===== src/rtl/axis_pl_stream_router.sv =====
// Header-parsing router for the 256-bit PL stream.
// Steers payload words to one of NUM_DEST AXIS consumers.
module axis_pl_stream_router #(
  parameter int          NUM_DEST = 4,
  parameter logic [7:0]  MAGIC    = 8'hA5
) (
  input  logic                pl_clk,
  input  logic                rst,
  input  logic [255:0]        s_axis_tdata,
  input  logic                s_axis_tvalid,
  output logic                s_axis_tready,
  output logic [255:0]        m_axis_tdata,
  output logic [NUM_DEST-1:0] m_axis_tvalid,
  output logic                m_axis_tlast,
  input  logic [NUM_DEST-1:0] m_axis_tready,
  output logic                busy,
  output logic [7:0]          cur_dest,
  output logic [15:0]         bad_dest_cnt,
  output logic [15:0]         sync_err_cnt
);

  typedef enum logic [1:0] {
    IDLE,
    ROUTE,
    DISCARD
  } state_t;

  localparam logic [8:0] ND = 9'(NUM_DEST);

  state_t state, state_nx;

  logic [15:0] remaining, remaining_nx;
  logic [15:0] bad_nx, sync_nx;
  logic [7:0]  dest_nx;

  logic [NUM_DEST-1:0] sel_valid;
  logic                sel_ready;

  logic        magic_ok;
  logic [15:0] hdr_len;
  logic [7:0]  hdr_dest;
  logic        dest_bad;
  logic        last_word;

  assign magic_ok  = (s_axis_tdata[255:248] == MAGIC);
  assign hdr_len   = s_axis_tdata[31:16];
  assign hdr_dest  = s_axis_tdata[7:0];
  assign dest_bad  = ({1'b0, hdr_dest} >= ND);
  assign last_word = (remaining == 16'd1);
  assign busy      = (state != IDLE);

  // One-hot select of the latched destination's valid/ready lanes
  always_comb begin
    sel_valid = '0;
    sel_ready = 1'b0;
    for (int i = 0; i < NUM_DEST; i++) begin
      if (cur_dest == 8'(i)) begin
        sel_valid[i] = 1'b1;
        sel_ready    = m_axis_tready[i];
      end
    end
  end

  // Next-state, counter updates and stream outputs
  always_comb begin
    state_nx      = state;
    remaining_nx  = remaining;
    dest_nx       = cur_dest;
    bad_nx        = bad_dest_cnt;
    sync_nx       = sync_err_cnt;
    s_axis_tready = 1'b0;
    m_axis_tvalid = '0;
    m_axis_tlast  = 1'b0;
    m_axis_tdata  = '0;
    if (!rst) begin
      unique case (state)
        IDLE: begin
          s_axis_tready = 1'b1;
          if (s_axis_tvalid) begin
            if (!magic_ok) begin
              if (sync_err_cnt != 16'hFFFF)
                sync_nx = sync_err_cnt + 16'd1;
            end else if (dest_bad) begin
              if (bad_dest_cnt != 16'hFFFF)
                bad_nx = bad_dest_cnt + 16'd1;
              if (hdr_len != 16'd0) begin
                remaining_nx = hdr_len;
                state_nx     = DISCARD;
              end
            end else begin
              dest_nx = hdr_dest;
              if (hdr_len != 16'd0) begin
                remaining_nx = hdr_len;
                state_nx     = ROUTE;
              end
            end
          end
        end
        ROUTE: begin
          m_axis_tdata  = s_axis_tdata;
          m_axis_tvalid = sel_valid & {NUM_DEST{s_axis_tvalid}};
          m_axis_tlast  = last_word;
          s_axis_tready = sel_ready;
          if (s_axis_tvalid && sel_ready) begin
            remaining_nx = remaining - 16'd1;
            if (last_word)
              state_nx = IDLE;
          end
        end
        DISCARD: begin
          s_axis_tready = 1'b1;
          if (s_axis_tvalid) begin
            remaining_nx = remaining - 16'd1;
            if (last_word)
              state_nx = IDLE;
          end
        end
        default: state_nx = IDLE;
      endcase
    end
  end

  // State and bookkeeping registers
  always_ff @(posedge pl_clk) begin
    if (rst) begin
      state        <= IDLE;
      remaining    <= '0;
      cur_dest     <= '0;
      bad_dest_cnt <= '0;
      sync_err_cnt <= '0;
    end else begin
      state        <= state_nx;
      remaining    <= remaining_nx;
      cur_dest     <= dest_nx;
      bad_dest_cnt <= bad_nx;
      sync_err_cnt <= sync_nx;
    end
  end

endmodule

===== config.mk =====
export PLATFORM = sky130hd
export DESIGN_NAME = axis_pl_stream_router
export DESIGN_NICKNAME = d
export VERILOG_FILES = /design/src/rtl/axis_pl_stream_router.sv
export SDC_FILE = /design/constraint.sdc
export NUM_CORES = 1
export LEC_CHECK = 0
export CAP_MARGIN = 10
export CORE_AREA = 3 3 222 224
export CTS_CLUSTER_SIZE = 16
export DETAILED_ROUTE_END_ITERATION = 16
export DIE_AREA = 0 0 225 227
export GPL_ROUTABILITY_DRIVEN = 0
export PLACE_DENSITY = 0.37
export SYNTH_ARGS = -nofsm -noshare
export SYNTH_HDL_FRONTEND = slang
export SYNTH_SLANG_ARGS = --single-unit

===== constraint.sdc =====
create_clock -name pl_clk -period 5.72 [get_ports pl_clk]
set_input_delay 1.144 -clock pl_clk [delete_from_list [all_inputs] [get_ports pl_clk]]
set_output_delay 1.144 -clock pl_clk [all_outputs]
set_load 0.05 [all_outputs]

# Yosys cells after proc, flatten, opt, wreduce, memory -nomap -nowiden
# Index checks and enable logic that the tools add are counted.
# word_totals
regBits	58
latch_bits	0
mem_bits_rw	0
romBits	0
input_bits	263
memories	0
# classes
add_sub_neg	3
multipliers	0
n_div	0
order_cmp	1
eq_ne	14
shifts	0
mux	31
bitwise	3
reduce_logical	12
# op_table
op	count
$mux 256	2
$mux 16	5
$pmux 16 s3	1
$add 16x1->16 const B	2
$ne 16x16->1 const B	2
$eq 16x1->1 const B	1
$eq 8x2->1 const B	2
$mux 2	8
$reduce_bool 16->1	1
$sub 16x1->16 const B	1
$mux 1	11
$ne 2x2->1 const B	5
$reduce_and 5->1	2
$eq 8x1->1 const B	1
$eq 8x8->1 const B	1
$ge 8x3->1 const B	1
$logic_not 8->1	1
$mux 4	2
$reduce_and 4->1	2
$pmux 2 s3	1
$reduce_and 6->1	1
$and 4x4->4	1
$reduce_bool 3->1	1
$eq 2x1->1 const B	1
7 further kinds	8

# Depth between registers and ports, before layout
# depth
depth_word	8
depth_mapped	9

# Worst setup path before layout
# Ideal clock, no wire load.
# synth_timing
kind	input to output
from	input port rst
to	output port m_axis_tvalid[1]
arrival_ns	3.198
t_required_ns	4.576
path_slack_ns	1.378
cell_stages	4
n_path_buf	1
path_cell_list	clkbuf_1 -> clkinv_1 -> nand2_1 -> nor4b_1
# synth_between
elab_chain_cells	1
# synth_lines
element	line	text
start, declared	8	input logic rst,
$mux 4	75	if (!rst) begin
end, declared	13	output logic [NUM_DEST-1:0] m_axis_tvalid,
# No other way between the ends.

# Worst setup path after layout
# layout_timing
from	input port m_axis_tready[1]
to	output port s_axis_tready
# layout_between
elab_chain_cells	5
# layout_lines
element	line	text
start, declared	15	input logic [NUM_DEST-1:0] m_axis_tready,
$mux 1 (3 in a row)	57	if (cur_dest == 8'(i)) begin
$pmux 1 s2	76	unique case (state)
$mux 1	75	
end, declared	11	output logic s_axis_tready,
# No other way between the ends.

==> impl_metrics.tcl <==
set metrics [dict create \
    status "finished clean" \
    yosysMostFrequentCell "and2_1" \
    vias_per_cell 3.84 \
    grt_use_total_pct 14.3 \
    ios 566 \
    worst_pin_slew_ps 821 \
    cts_hold_buf 0 \
    drc 0 \
    dpl-instance-area_sq_um 11300 \
    syn_avg_cell_area_sq_um 7.28 \
    routedLengthMet1_microns 16600 \
    die_h_microns 227 \
    grt_pass1_vias 6871 \
    rsz0062_at_grt "no" \
    synth_common_cells "and2_1, dfxtp_1, clkbuf_1, nor2_1, a21oi_1" \
    worstSetupEndpointType "output port" \
    numPortBuffers 565 \
    syn-num-nets 965 \
    timing.hold.ws_ps 497 \
    post-dp-hpwl_microns 33000 \
    synth_ff_type "dfxtp_1" \
    ys_ff_latch 58 \
    fmax_mhz 223 \
    yosysSeqAreaShare_pct 23.0 \
    slew_viol_final 0 \
    synth-async-reset-ratio_pct 0 \
    skew_ps 7.16 \
    min_from "remaining[13]$_SDFFE_PP0P_" \
    grt_max_degree 195 \
    hold_path_class "flop to flop" \
    drive_gt1_share_pct 2.92 \
    htree_levels 3 \
    top_layer "met5" \
    cts_tree "built" \
    ys_types 58 \
    post-place-cells 1832 \
    grt_pass1_wl_microns 52600 \
    fin_ws_ps 1240 \
    numCtsBuffers 9 \
    cp_max_fo 2 \
    area_growth_syn_to_layout_pct 132 \
    ys_warn_count 0 \
    clk_latency_ps 340 \
    num_rows 80 \
    crit_type "input pin to output port" \
    powerDensity_nw_per_um2 108 \
    cts_buffer_depth 2 \
    vdd.ir_drop.worst_mv 0.119 \
    setup_tns_ps 0 \
    antenna_left 0 \
    synth-edff-count 0 \
    required_ps 4580 \
    hold_viol_final 0 \
    drt_wl_total_microns 39000 \
    clock-root-buffer "clkbuf_16" \
    firstDrtPassIters 5 \
    period_share_pct 78.2 \
    cts.clk_slew.worst_paths_ps 60 \
    avgRoutedWirePerCell_microns 21.0 \
    grt_antenna_before_repair 25 \
    post_cts_buffers 0 \
    maxCapViolations 0 \
    cp-start-kind "input pin" \
    setup_viol 0 \
    worstSetupStartpoint "m_axis_tready[1]" \
    period_needed_ps 4480 \
    synth.area.top_cells "and2_1, dfxtp_1, clkbuf_1" \
    leakage_uw 0.00411 \
    num-fill-cells 5204 \
    wl_met3_microns 4050 \
    stdcell_area_sq_um 11700 \
    syn_area_sq_um 5040 \
    route.met2.wl_microns 17900 \
    die_w_microns 225 \
    cts_resized 0 \
    dieArea_sq_um 51100 \
    cts.sinks 58 \
    place_worst_setup_slack_ps 1130 \
    regToRegStartpoint "cur_dest[5]$_SDFFE_PP0P_" \
    crit_arrival_ps 3330 \
    yosysTopAreaCell "and2_1" \
    fin_cells 1855 \
    nets 1500 \
    core_area_sq_um 47500 \
    syn_inst 693 \
    gr-total-overflow 0 \
    yosysTopAreaCellShare_pct 32.7 \
    via_count 7115 \
    initial_core_util_pct 10.6 \
    dr.first_iter.drc_count 392 \
    slew_headroom_pct 45.1 \
]
## worst paths after layout
kind,end,slack (ps),cells past startpoint
worst max-delay path,s_axis_tready,1240,6
worst min-delay path,remaining[13]$_SDFFE_PP0P_,500,2
worst max register to register,remaining[0]$_SDFFE_PP0P_,2650,5
worst min register to register,remaining[13]$_SDFFE_PP0P_,500,2
## layout make-up
type / instances / area [sq um] / area share (%)
Antenna cell: 7 / 17.5 / 0.150
Clock buffer: 10 / 239 / 2.04
Clock inverter: 6 / 88.8 / 0.760
Inverter: 12 / 45.0 / 0.385
Multi-Input combinational cell: 575 / 3660 / 31.3
Sequential cell: 58 / 1160 / 9.93
Tap cell: 615 / 769 / 6.58
Timing Repair Buffer: 572 / 5720 / 48.9
## critical path, stage by stage
cell and delay (ps):
clkdlybuf4s50_1 460, mux2i_1 110, nor2b_1 140, o2111ai_1 210, a211oi_1 330, clkdlybuf4s50_1 930
## where the power goes
part / switching (uW) / internal [uW]
registers: 3.13 / 406
logic: 74.3 / 171
clock network: 217 / 394
## sequential cells by signal, indices dropped and copies added, names as in the netlist
register      count
bad_dest_cnt     16
cur_dest          8
remaining        16
state             2
sync_err_cnt     16
## kinds of logic (layout without fill, tap and decap cells)
logic type                 after synthesis  after routing  synth area share [%]
and+or+nand+nor                        446            446                  53.0
DFF                                     58             58                  23.0
other                                    0              7                     0
xor gates and xnor gates                14             14                  2.43
muxes                                    7              7                  1.44
buffers and inverters                   60            600                  4.61
adders and majority gates                9              9                  2.23
AOI/OAI and AO/OA                       99             99                  13.2
## metal layers
layer  GRT usage [%]  vias up
met3            6.96       48
met2            23.6      361
li1                -     3463
met1            17.4     3207
met5            1.01        -
met4            1.72       36
## through the flow
stage	utilization, %	total power [uW]
floorplan	-	453
global placement	23.9	664
detailed placement	23.9	664
CTS	24.6	1290
global route	24.6	1320
finish	24.6	1270
## layout by cell type, fill, tap and decap left out, drive strengths merged, types with 3 or more instances in the layout
master,n
clkdlybuf4s50,564
and2,264
dfxtp,58
nor2,44
a21oi,33
nand3,23
nand2,22
o21ai,17
nor4,14
nand4,13
or3,12
inv,12
nor3,12
o31ai,11
and3,10
clkbuf,10
xnor2,9
ha,9
and4,8
buf,8
diode,7
nor2b,6
o311ai,6
xor2,5
a22oi,5
or4,5
mux2i,5
a211oi,4
nand4b,3
o21a,3
o32ai,3
o211ai,3
nor4b,3
(Power assumes the default switching activity.)
